==> config.mk <==
export PLATFORM = sky130hd
export DESIGN_NAME = nexys_starship_spawn_gen
export DESIGN_NICKNAME = d
export VERILOG_FILES = /design/src/rtl/nexys_starship_spawn_gen.sv
export SDC_FILE = /design/constraint.sdc
export NUM_CORES = 1
export LEC_CHECK = 0
export CORE_MARGIN = 2
export CORE_UTILIZATION = 60
export CTS_CLUSTER_DIAMETER = 150
export DETAILED_ROUTE_END_ITERATION = 6
export PLACE_DENSITY_LB_ADDON = 0.05
export SYNTH_ARGS = -nofsm -noshare
export SYNTH_HDL_FRONTEND = slang
export SYNTH_SLANG_ARGS = --single-unit
==> constraint.sdc <==
create_clock -name timer_clk -period 5.65 [get_ports timer_clk]
set_input_delay 1.13 -clock timer_clk [delete_from_list [all_inputs] [get_ports timer_clk]]
set_output_delay 1.13 -clock timer_clk [all_outputs]
set_load 0.05 [all_outputs]
==> src/rtl/nexys_starship_spawn_gen.sv <==
`default_nettype none
// ============================================================================
// Module   : nexys_starship_spawn_gen
// Purpose  : LFSR-driven, difficulty-ramped one-hot monster spawn scheduler
// Revision : 1.0 - initial release
// ============================================================================
module nexys_starship_spawn_gen #(
    parameter logic [15:0] LFSR_SEED   = 16'hACE1,
    parameter int unsigned MIN_GAP     = 2,
    parameter logic [8:0]  INIT_THRESH = 9'd40,
    parameter logic [8:0]  THRESH_STEP = 9'd8,
    parameter logic [8:0]  THRESH_MAX  = 9'd200,
    parameter int unsigned RAMP_PERIOD = 16
) (
    input  logic       timer_clk,
    input  logic       Reset,
    input  logic       play_flag,
    input  logic       gameover,
    input  logic [3:0] occupied,
    output logic [3:0] spawn,
    output logic       top_random,
    output logic       btm_random,
    output logic       left_random,
    output logic       right_random,
    output logic [3:0] level,
    output logic [7:0] spawn_count,
    output logic       q_Idle,
    output logic       q_Run,
    output logic       q_Halt
);

    localparam logic [15:0] c_SEED      = (LFSR_SEED == 16'h0000) ? 16'h0001 : LFSR_SEED;
    localparam logic [3:0]  c_MIN_GAP   = 4'(MIN_GAP);
    localparam logic [15:0] c_RAMP_LAST = 16'(RAMP_PERIOD - 1);

    typedef enum logic [1:0] {
        S_IDLE = 2'b00,
        S_RUN  = 2'b01,
        S_HALT = 2'b10
    } state_t;

    state_t      r_state;
    logic [15:0] r_lfsr;
    logic [3:0]  r_spawn;
    logic [3:0]  r_level;
    logic [7:0]  r_count;
    logic [8:0]  r_thresh;
    logic [3:0]  r_gap;
    logic [15:0] r_ramp;

    logic [15:0] w_lfsr_next;
    logic [1:0]  w_cand;
    logic [1:0]  w_lane;
    logic        w_any_free;
    logic        w_fire;
    logic [3:0]  w_onehot;
    logic [9:0]  w_thresh_sum;
    logic [8:0]  w_thresh_next;

    assign w_lfsr_next = {1'b0, r_lfsr[15:1]} ^ (r_lfsr[0] ? 16'hB400 : 16'h0000);
    assign w_cand      = r_lfsr[9:8];

    // Scan offsets high to low so the nearest free lane from the candidate wins.
    always_comb begin
        w_lane     = w_cand;
        w_any_free = 1'b0;
        for (int i = 3; i >= 0; i--) begin
            if (!occupied[w_cand + 2'(i)]) begin
                w_lane     = w_cand + 2'(i);
                w_any_free = 1'b1;
            end
        end
    end

    assign w_onehot      = 4'b0001 << w_lane;
    assign w_fire        = (r_gap == c_MIN_GAP) && ({1'b0, r_lfsr[7:0]} < r_thresh) && w_any_free;
    assign w_thresh_sum  = {1'b0, r_thresh} + {1'b0, THRESH_STEP};
    assign w_thresh_next = (w_thresh_sum > {1'b0, THRESH_MAX}) ? THRESH_MAX : w_thresh_sum[8:0];

    always_ff @(posedge timer_clk or posedge Reset) begin
        if (Reset) begin
            r_state  <= S_IDLE;
            r_lfsr   <= c_SEED;
            r_spawn  <= 4'b0000;
            r_level  <= 4'd0;
            r_count  <= 8'd0;
            r_thresh <= INIT_THRESH;
            r_gap    <= 4'd0;
            r_ramp   <= 16'd0;
        end else begin
            r_lfsr <= w_lfsr_next;
            case (r_state)
                S_IDLE: begin
                    r_spawn  <= 4'b0000;
                    r_level  <= 4'd0;
                    r_count  <= 8'd0;
                    r_thresh <= INIT_THRESH;
                    r_gap    <= 4'd0;
                    r_ramp   <= 16'd0;
                    if (play_flag && !gameover) begin
                        r_state <= S_RUN;
                    end
                end
                S_RUN: begin
                    if (gameover) begin
                        r_state <= S_HALT;
                        r_spawn <= 4'b0000;
                    end else begin
                        if (w_fire) begin
                            r_spawn <= w_onehot;
                            r_gap   <= 4'd0;
                            if (r_count != 8'd255) begin
                                r_count <= r_count + 8'd1;
                            end
                        end else begin
                            r_spawn <= 4'b0000;
                            if (r_gap != c_MIN_GAP) begin
                                r_gap <= r_gap + 4'd1;
                            end
                        end
                        if (r_ramp == c_RAMP_LAST) begin
                            r_ramp   <= 16'd0;
                            r_thresh <= w_thresh_next;
                            if (r_level != 4'd15) begin
                                r_level <= r_level + 4'd1;
                            end
                        end else begin
                            r_ramp <= r_ramp + 16'd1;
                        end
                    end
                end
                S_HALT: begin
                    r_spawn <= 4'b0000;
                    if (!play_flag) begin
                        r_state <= S_IDLE;
                    end
                end
                default: begin
                    r_state <= S_IDLE;
                    r_spawn <= 4'b0000;
                end
            endcase
        end
    end

    assign spawn        = r_spawn;
    assign top_random   = r_spawn[0];
    assign btm_random   = r_spawn[1];
    assign left_random  = r_spawn[2];
    assign right_random = r_spawn[3];
    assign level        = r_level;
    assign spawn_count  = r_count;
    assign q_Idle       = (r_state == S_IDLE);
    assign q_Run        = (r_state == S_RUN);
    assign q_Halt       = (r_state == S_HALT);

endmodule
`default_nettype wire

==> results.py, run 1 <==
metrics = {
    "outcome": {
        "outcome": "complete, no violations",
    },
    "synthesis": {
        "synth_area_um2": 3115,
        "synth_area_leader_cell": "dfrtp_1",
        "ys_seq_area_frac": 0.4859,
        "yosys_warnings": 0,
        "async_flop_share": 1.000,
        "synthesis.nets": 334,
        "synth_edf_count": 0,
        "synth.top_cell.area_share": 0.4016,
        "yosys_register_bits": 60,
        "ys.flop_type": "dfrtp_1",
        "ys_types": 55,
        "synth.avg_cell_area_um2": 9.890,
        "synth_area_leaders": "dfrtp_1 (40%), dfstp_2 (8.4%), ha_1 (4.4%), o21ai_0 (3.2%), a21oi_1 (3.1%)",
        "synthCells": 315,
    },
    "global_routing": {
        "grt_overflow": 0,
        "grt_pass1_vias": 2384,
        "met1_usage": 0.3155,
        "antenna_found_initial": 0,
        "grt_pass1_wl_um": 10930,
        "met3_usage": 0.06280,
        "use_met2": 0.3679,
        "grt_busiest_layer": "met2",
        "grt_max_degree": 61,
        "grt_usage": 0.2340,
    },
    "hold_path": {
        "hold_path_class": "reg -> reg",
        "min_to": "r_lfsr[11]",
        "min_path_cells": 0,
        "hold_start": "r_lfsr[12]",
    },
    "sta": {
        "finalCritPeriodShare": 0.8380,
        "setup_viol": 0,
        "min_period_ns": 4.735,
        "rsz0062_at_grt": "false",
        "hold_violations": 0,
        "worst_pin_slew_ns": 0.7281,
        "slew_viol_final": 0,
        "tns_ns": 0,
        "fin_skew_ns": 0.008088,
        "fmax_ghz": 0.2112,
        "holdWs_ns": 0.3546,
        "relSlewSlack": 0.5146,
    },
    "die": {
        "io-pin-count": 31,
        "die-area_um2": 5785,
        "start_util": 0.6139,
        "die_x_um": 76.06,
        "die_h_um": 76.06,
        "coreArea_um2": 5075,
        "row_count": 26,
    },
    "cts": {
        "cts_max_path_buffers": 2,
        "tritoncts": "built",
        "h-tree-depth": 3,
        "cts.reportedPaths.clkPinSlew_ns": 0.06,
        "cts_hold_buf": 0,
        "cts_inserted_buffers": 9,
        "cts_resized": 0,
        "cts-root-buf": "clkbuf_8",
        "cts_num_sinks": 60,
        "clk_latency_ns": 0.33,
        "postCtsSetupRepairBufs": 0,
    },
    "placement": {
        "place_congestion": 0.8324,
        "dp.final_hpwl_um": 4200,
        "place_area_um2": 3428,
        "port_buffers": 30,
        "dp.cells": 403,
    },
    "route": {
        "via_count": 2405,
        "first_pass_iters": 4,
        "drtIter0Drc": 155,
        "wl_per_cell_um": 14.74,
        "drc_errors": 0,
        "drtAntennaViolNets": 0,
        "routed_wl_um": 6177,
        "vias_per_cell": 5.740,
    },
    "setup_path": {
        "reg2reg_from": "r_state[0]",
        "worstPathMaxFanout": 14,
        "rrSetupSlack_ns": 3.14,
        "crit_type": "in -> out",
        "slowest_stage": "clkdlybuf4s50_1",
        "cp.arrival_ns": 3.60,
        "worst_r2r_path_depth": 7,
        "worstSetupEndpointType": "output pin",
        "reg2reg_to": "level[3]",
        "critPathLaunchType": "primary input",
        "crit_chain": "clkdlybuf4s50_1 > a21oi_1 > buf_4 > nand2_1 > inv_1 > clkdlybuf4s50_1",
        "slowest_delay_ns": 0.88,
        "worstPathRequired_ns": 4.52,
        "critical_path.most_common_cell": "clkdlybuf4s50_1",
    },
    "cells_and_area": {
        "drive_above_1_share": 0.1203,
        "antenna_cells": 0,
        "syn2layout_area_growth_pct": 16.26,
        "final_common_cell": "dfrtp_1",
        "nets": 363,
        "final_cells": 419,
        "final_area_um2": 3622,
        "layout_common_cells": "dfrtp_1 (50), clkdlybuf4s50_1 (30), nand2_1 (23)",
    },
    "power": {
        "powerDensity_nw_per_um2": 262.4,
        "peakVddDrop_mv": 0.1833,
        "p_leak_nw": 1.582,
    },
    "job": {
        "maxCapViolations": 0,
    },
}
-- cells by family (layout without fill, tap and decap cells) --
logic type,Yosys count,after routing,synth area share
buffers and inverters,33,67,0.05181
xor gates and xnor gates,12,12,0.03373
adders and majority gates,11,11,0.04418
DFF,60,60,0.4859
muxes,6,6,0.01968
AOI/OAI and AO/OA,69,69,0.1430
and+or+nand+nor,124,124,0.2217
-- metal layers --
metal | vias up | wire length [um]
met5 | - | 0
met4 | 0 | 68
met3 | 8 | 214
met2 | 48 | 2907
met1 | 1163 | 2987
li1 | 1186 | -
-- where the power goes --
group | switching [mW] | internal, mW
Combinational | 0.0857 | 0.0413
Clock | 0.159 | 0.215
Sequential | 0.0112 | 0.438
Total | 0.256 | 0.695
-- cell usage after synthesis, drive strengths merged (8+ instances only) --
| cell type | number |
|---|---|
| a21oi | 19 |
| buf | 10 |
| dfrtp | 50 |
| dfstp | 10 |
| ha | 11 |
| inv | 19 |
| nand2 | 23 |
| nand3 | 18 |
| nand4 | 9 |
| nor2 | 20 |
| nor3 | 9 |
| o21ai | 20 |
| or3 | 8 |
| xor2 | 8 |
-- sequential cells by signal (all words and copies together), names as in the netlist --
name / flops
r_lfsr: 16
r_ramp: 16
spawn_count: 8
r_thresh: 6
level: 4
r_gap: 4
spawn: 4
r_state: 2
-- how the worst max path moves through the flow --
stage                         from  endpoint  slack, ns  cells past startpoint
final                     gameover    q_Idle       0.92                      6
after global routing      gameover    q_Idle       0.79                      6
after CTS                 gameover    q_Idle       0.95                      6
after detailed placement  gameover    q_Idle       0.97                      6
after global placement    gameover    q_Idle       1.01                      6
after floorplan           gameover    q_Idle       2.68                      5
-- stage by stage --
step	power, mW	util	setup WS [ns]
3_5_place_dp	0.5828	0.6755	0.9715
5_1_grt	0.9953	0.7138	0.7861
2_1_floorplan	0.5502	-	2.682
4_1_cts	0.9597	0.7138	0.9540
6_report	0.9503	0.7138	0.9153
3_3_place_gp	0.5807	0.6755	1.013
-- final cells by class --
class	instances	area [um^2]
clock buffer	12	145.1
clock inverter	4	48.80
fill	397	1453
inverter	19	71.32
multi-input combinational	222	1440
sequential	60	1514
tap	70	87.58
timing repair buffer	32	315.3
-- worst max-delay path, delay by kind of cell --
family	cells	cell delay, ns
AND/OR/NAND/NOR	1	0.29
buffers and inverters	4	1.99
AO/OA/AOI/OAI	1	0.20
Note: power is estimated with default switching activity, not from simulation.
==> inputs of run 2 (changes only) <==
- CORE_UTILIZATION: 60 -> 57
- clock period: 5.65 -> 4.95 ns (I/O delays scaled with it)
==> run 2 against run 1 <==
Against the previous run:
- register-to-register slack got worse by 0.66 ns
- clock power increased by 8.0%
- flip-flop and latch count unchanged
- via count decreased by 0.21%
- global-route usage decreased by 0.81 points
- clock skew about the same
- hold slack got worse by 0.00099 ns
==> results.py, run 2 (synthesis gave the netlist of run 1 again) <==
metrics = {
    "cts": {
        "clk_latency_ns": 0.34,
        "postCtsSetupRepairBufs": 0,
        "cts_num_sinks": 60,
        "cts.reportedPaths.clkPinSlew_ns": 0.06,
        "cts-root-buf": "clkbuf_8",
        "cts_hold_buf": 0,
        "h-tree-depth": 3,
        "tritoncts": "built",
        "cts_max_path_buffers": 2,
        "cts_inserted_buffers": 9,
        "cts_resized": 0,
    },
    "route": {
        "vias_per_cell": 5.728,
        "drtAntennaViolNets": 0,
        "via_count": 2400,
        "drtIter0Drc": 147,
        "wl_per_cell_um": 14.68,
        "drc_errors": 0,
        "first_pass_iters": 4,
        "routed_wl_um": 6150,
    },
    "die": {
        "row_count": 26,
        "die_h_um": 77.93,
        "io-pin-count": 31,
        "start_util": 0.5986,
        "coreArea_um2": 5205,
        "die-area_um2": 6073,
        "die_x_um": 77.93,
    },
    "sta": {
        "fin_skew_ns": 0.007664,
        "finalCritPeriodShare": 0.7661,
        "setup_viol": 0,
        "min_period_ns": 3.792,
        "rsz0062_at_grt": "false",
        "tns_ns": 0,
        "fmax_ghz": 0.2637,
        "slew_viol_final": 0,
        "relSlewSlack": 0.5720,
        "hold_violations": 0,
        "worst_pin_slew_ns": 0.6421,
    },
    "setup_path": {
        "critPathLaunchType": "primary input",
        "worstPathMaxFanout": 14,
        "crit_start": "gameover",
        "reg2reg_from": "r_state[0]",
        "cp.arrival_ns": 2.80,
        "crit_type": "in -> out",
        "worstSetupEndpointType": "output pin",
        "worstPathRequired_ns": 3.96,
    },
    "global_routing": {
        "antenna_found_initial": 0,
        "grt_overflow": 0,
        "grt_pass1_vias": 2257,
        "grt_pass1_wl_um": 10720,
        "grt_max_degree": 32,
        "grt_usage": 0.2259,
    },
    "cells_and_area": {
        "syn2layout_area_growth_pct": 15.78,
        "drive_above_1_share": 0.1203,
        "nets": 363,
        "fill_cells": 430,
        "antenna_cells": 0,
        "final_common_cell": "dfrtp_1",
        "final_area_um2": 3607,
        "fin_util": 0.6930,
        "layout_common_cells": "dfrtp_1 (50), clkdlybuf4s50_1 (29), nand2_1 (23)",
    },
    "power": {
        "powerDensity_nw_per_um2": 294.2,
        "p_leak_nw": 1.576,
        "peakVddDrop_mv": 0.1962,
    },
    "placement": {
        "dp.final_hpwl_um": 4249,
        "port_buffers": 30,
        "place_area_um2": 3426,
        "place_congestion": 0.8497,
    },
    "outcome": {
        "outcome": "complete, no violations",
    },
    "hold_path": {
        "hold_start": "r_lfsr[12]",
        "hold_path_class": "reg -> reg",
    },
    "job": {
        "maxCapViolations": 0,
    },
}
run 2: cell count changes in the layout (fill, tap and decap cells not counted), sizes merged:
cell | previous run | this run
clkbuf | 12 | 15
clkinv | 3 | 1
buf | 2 | 3
bufinv | 1 | 0
clkdlybuf4s50 | 30 | 29
run 2: worst paths after layout:
check / slack [ns] / to / cells past startpoint
max: 1.16 / q_Idle / 6
min: 0.35 / r_lfsr[11] / 0
max reg2reg: 2.48 / level[3] / 7
min reg2reg: 0.35 / r_lfsr[11] / 0
max in group asynchronous: 3.03 / r_lfsr[5] / 3
min in group asynchronous: 1.06 / r_ramp[0] / 2
run 2: report_power, final:
| part | switching (mW) | leakage, nW | total, mW | internal (mW) |
|---|---|---|---|---|
| Combinational | 0.0972 | 0.685 | 0.144 | 0.0465 |
| Clock | 0.182 | 0.0937 | 0.404 | 0.223 |
| Sequential | 0.0129 | 0.798 | 0.513 | 0.500 |
| Total | 0.292 | 1.58 | 1.06 | 0.770 |
run 2: routing by layer:
| layer | global-route usage | routed length (um) |
|---|---|---|
| met2 | 0.3371 | 2754 |
| met3 | 0.06860 | 324 |
| met1 | 0.3153 | 2979 |
| met5 | 0 | 0 |
| met4 | 0.07719 | 92 |
run 2: area by class of cell:
class / instances / area, um^2 / area share
multi-input cells: 222 / 1440 / 0.3992
repair buffers: 32 / 312.8 / 0.08672
inverters: 19 / 71.32 / 0.01977
clock buffers: 15 / 176.4 / 0.04891
well taps: 70 / 87.58 / 0.02428
clock inverters: 1 / 5.005 / 0.001387
flip-flops and latches: 60 / 1514 / 0.4197
run 2: stage by stage:
| stage | power (mW) | setup WS [ns] | instances | hold slack [ns] |
|---|---|---|---|---|
| 2_1_floorplan | 0.6281 | 2.262 | 315 | 0.3312 |
| 3_3_place_gp | 0.6636 | 1.175 | 403 | 0.3328 |
| 3_5_place_dp | 0.6652 | 1.194 | 403 | 0.3375 |
| 4_1_cts | 1.071 | 1.186 | 419 | 0.3552 |
| 6_report | 1.061 | 1.158 | 419 | 0.3536 |
| 5_1_grt | 1.111 | 0.9613 | 419 | 0.3580 |
run 2: critical path: stages:
cell and delay (ns):
clkdlybuf4s50_1 0.52, a21oi_1 0.19, buf_4 0.19, nand2_1 0.28
inv_1 0.36, buf_4 0.27
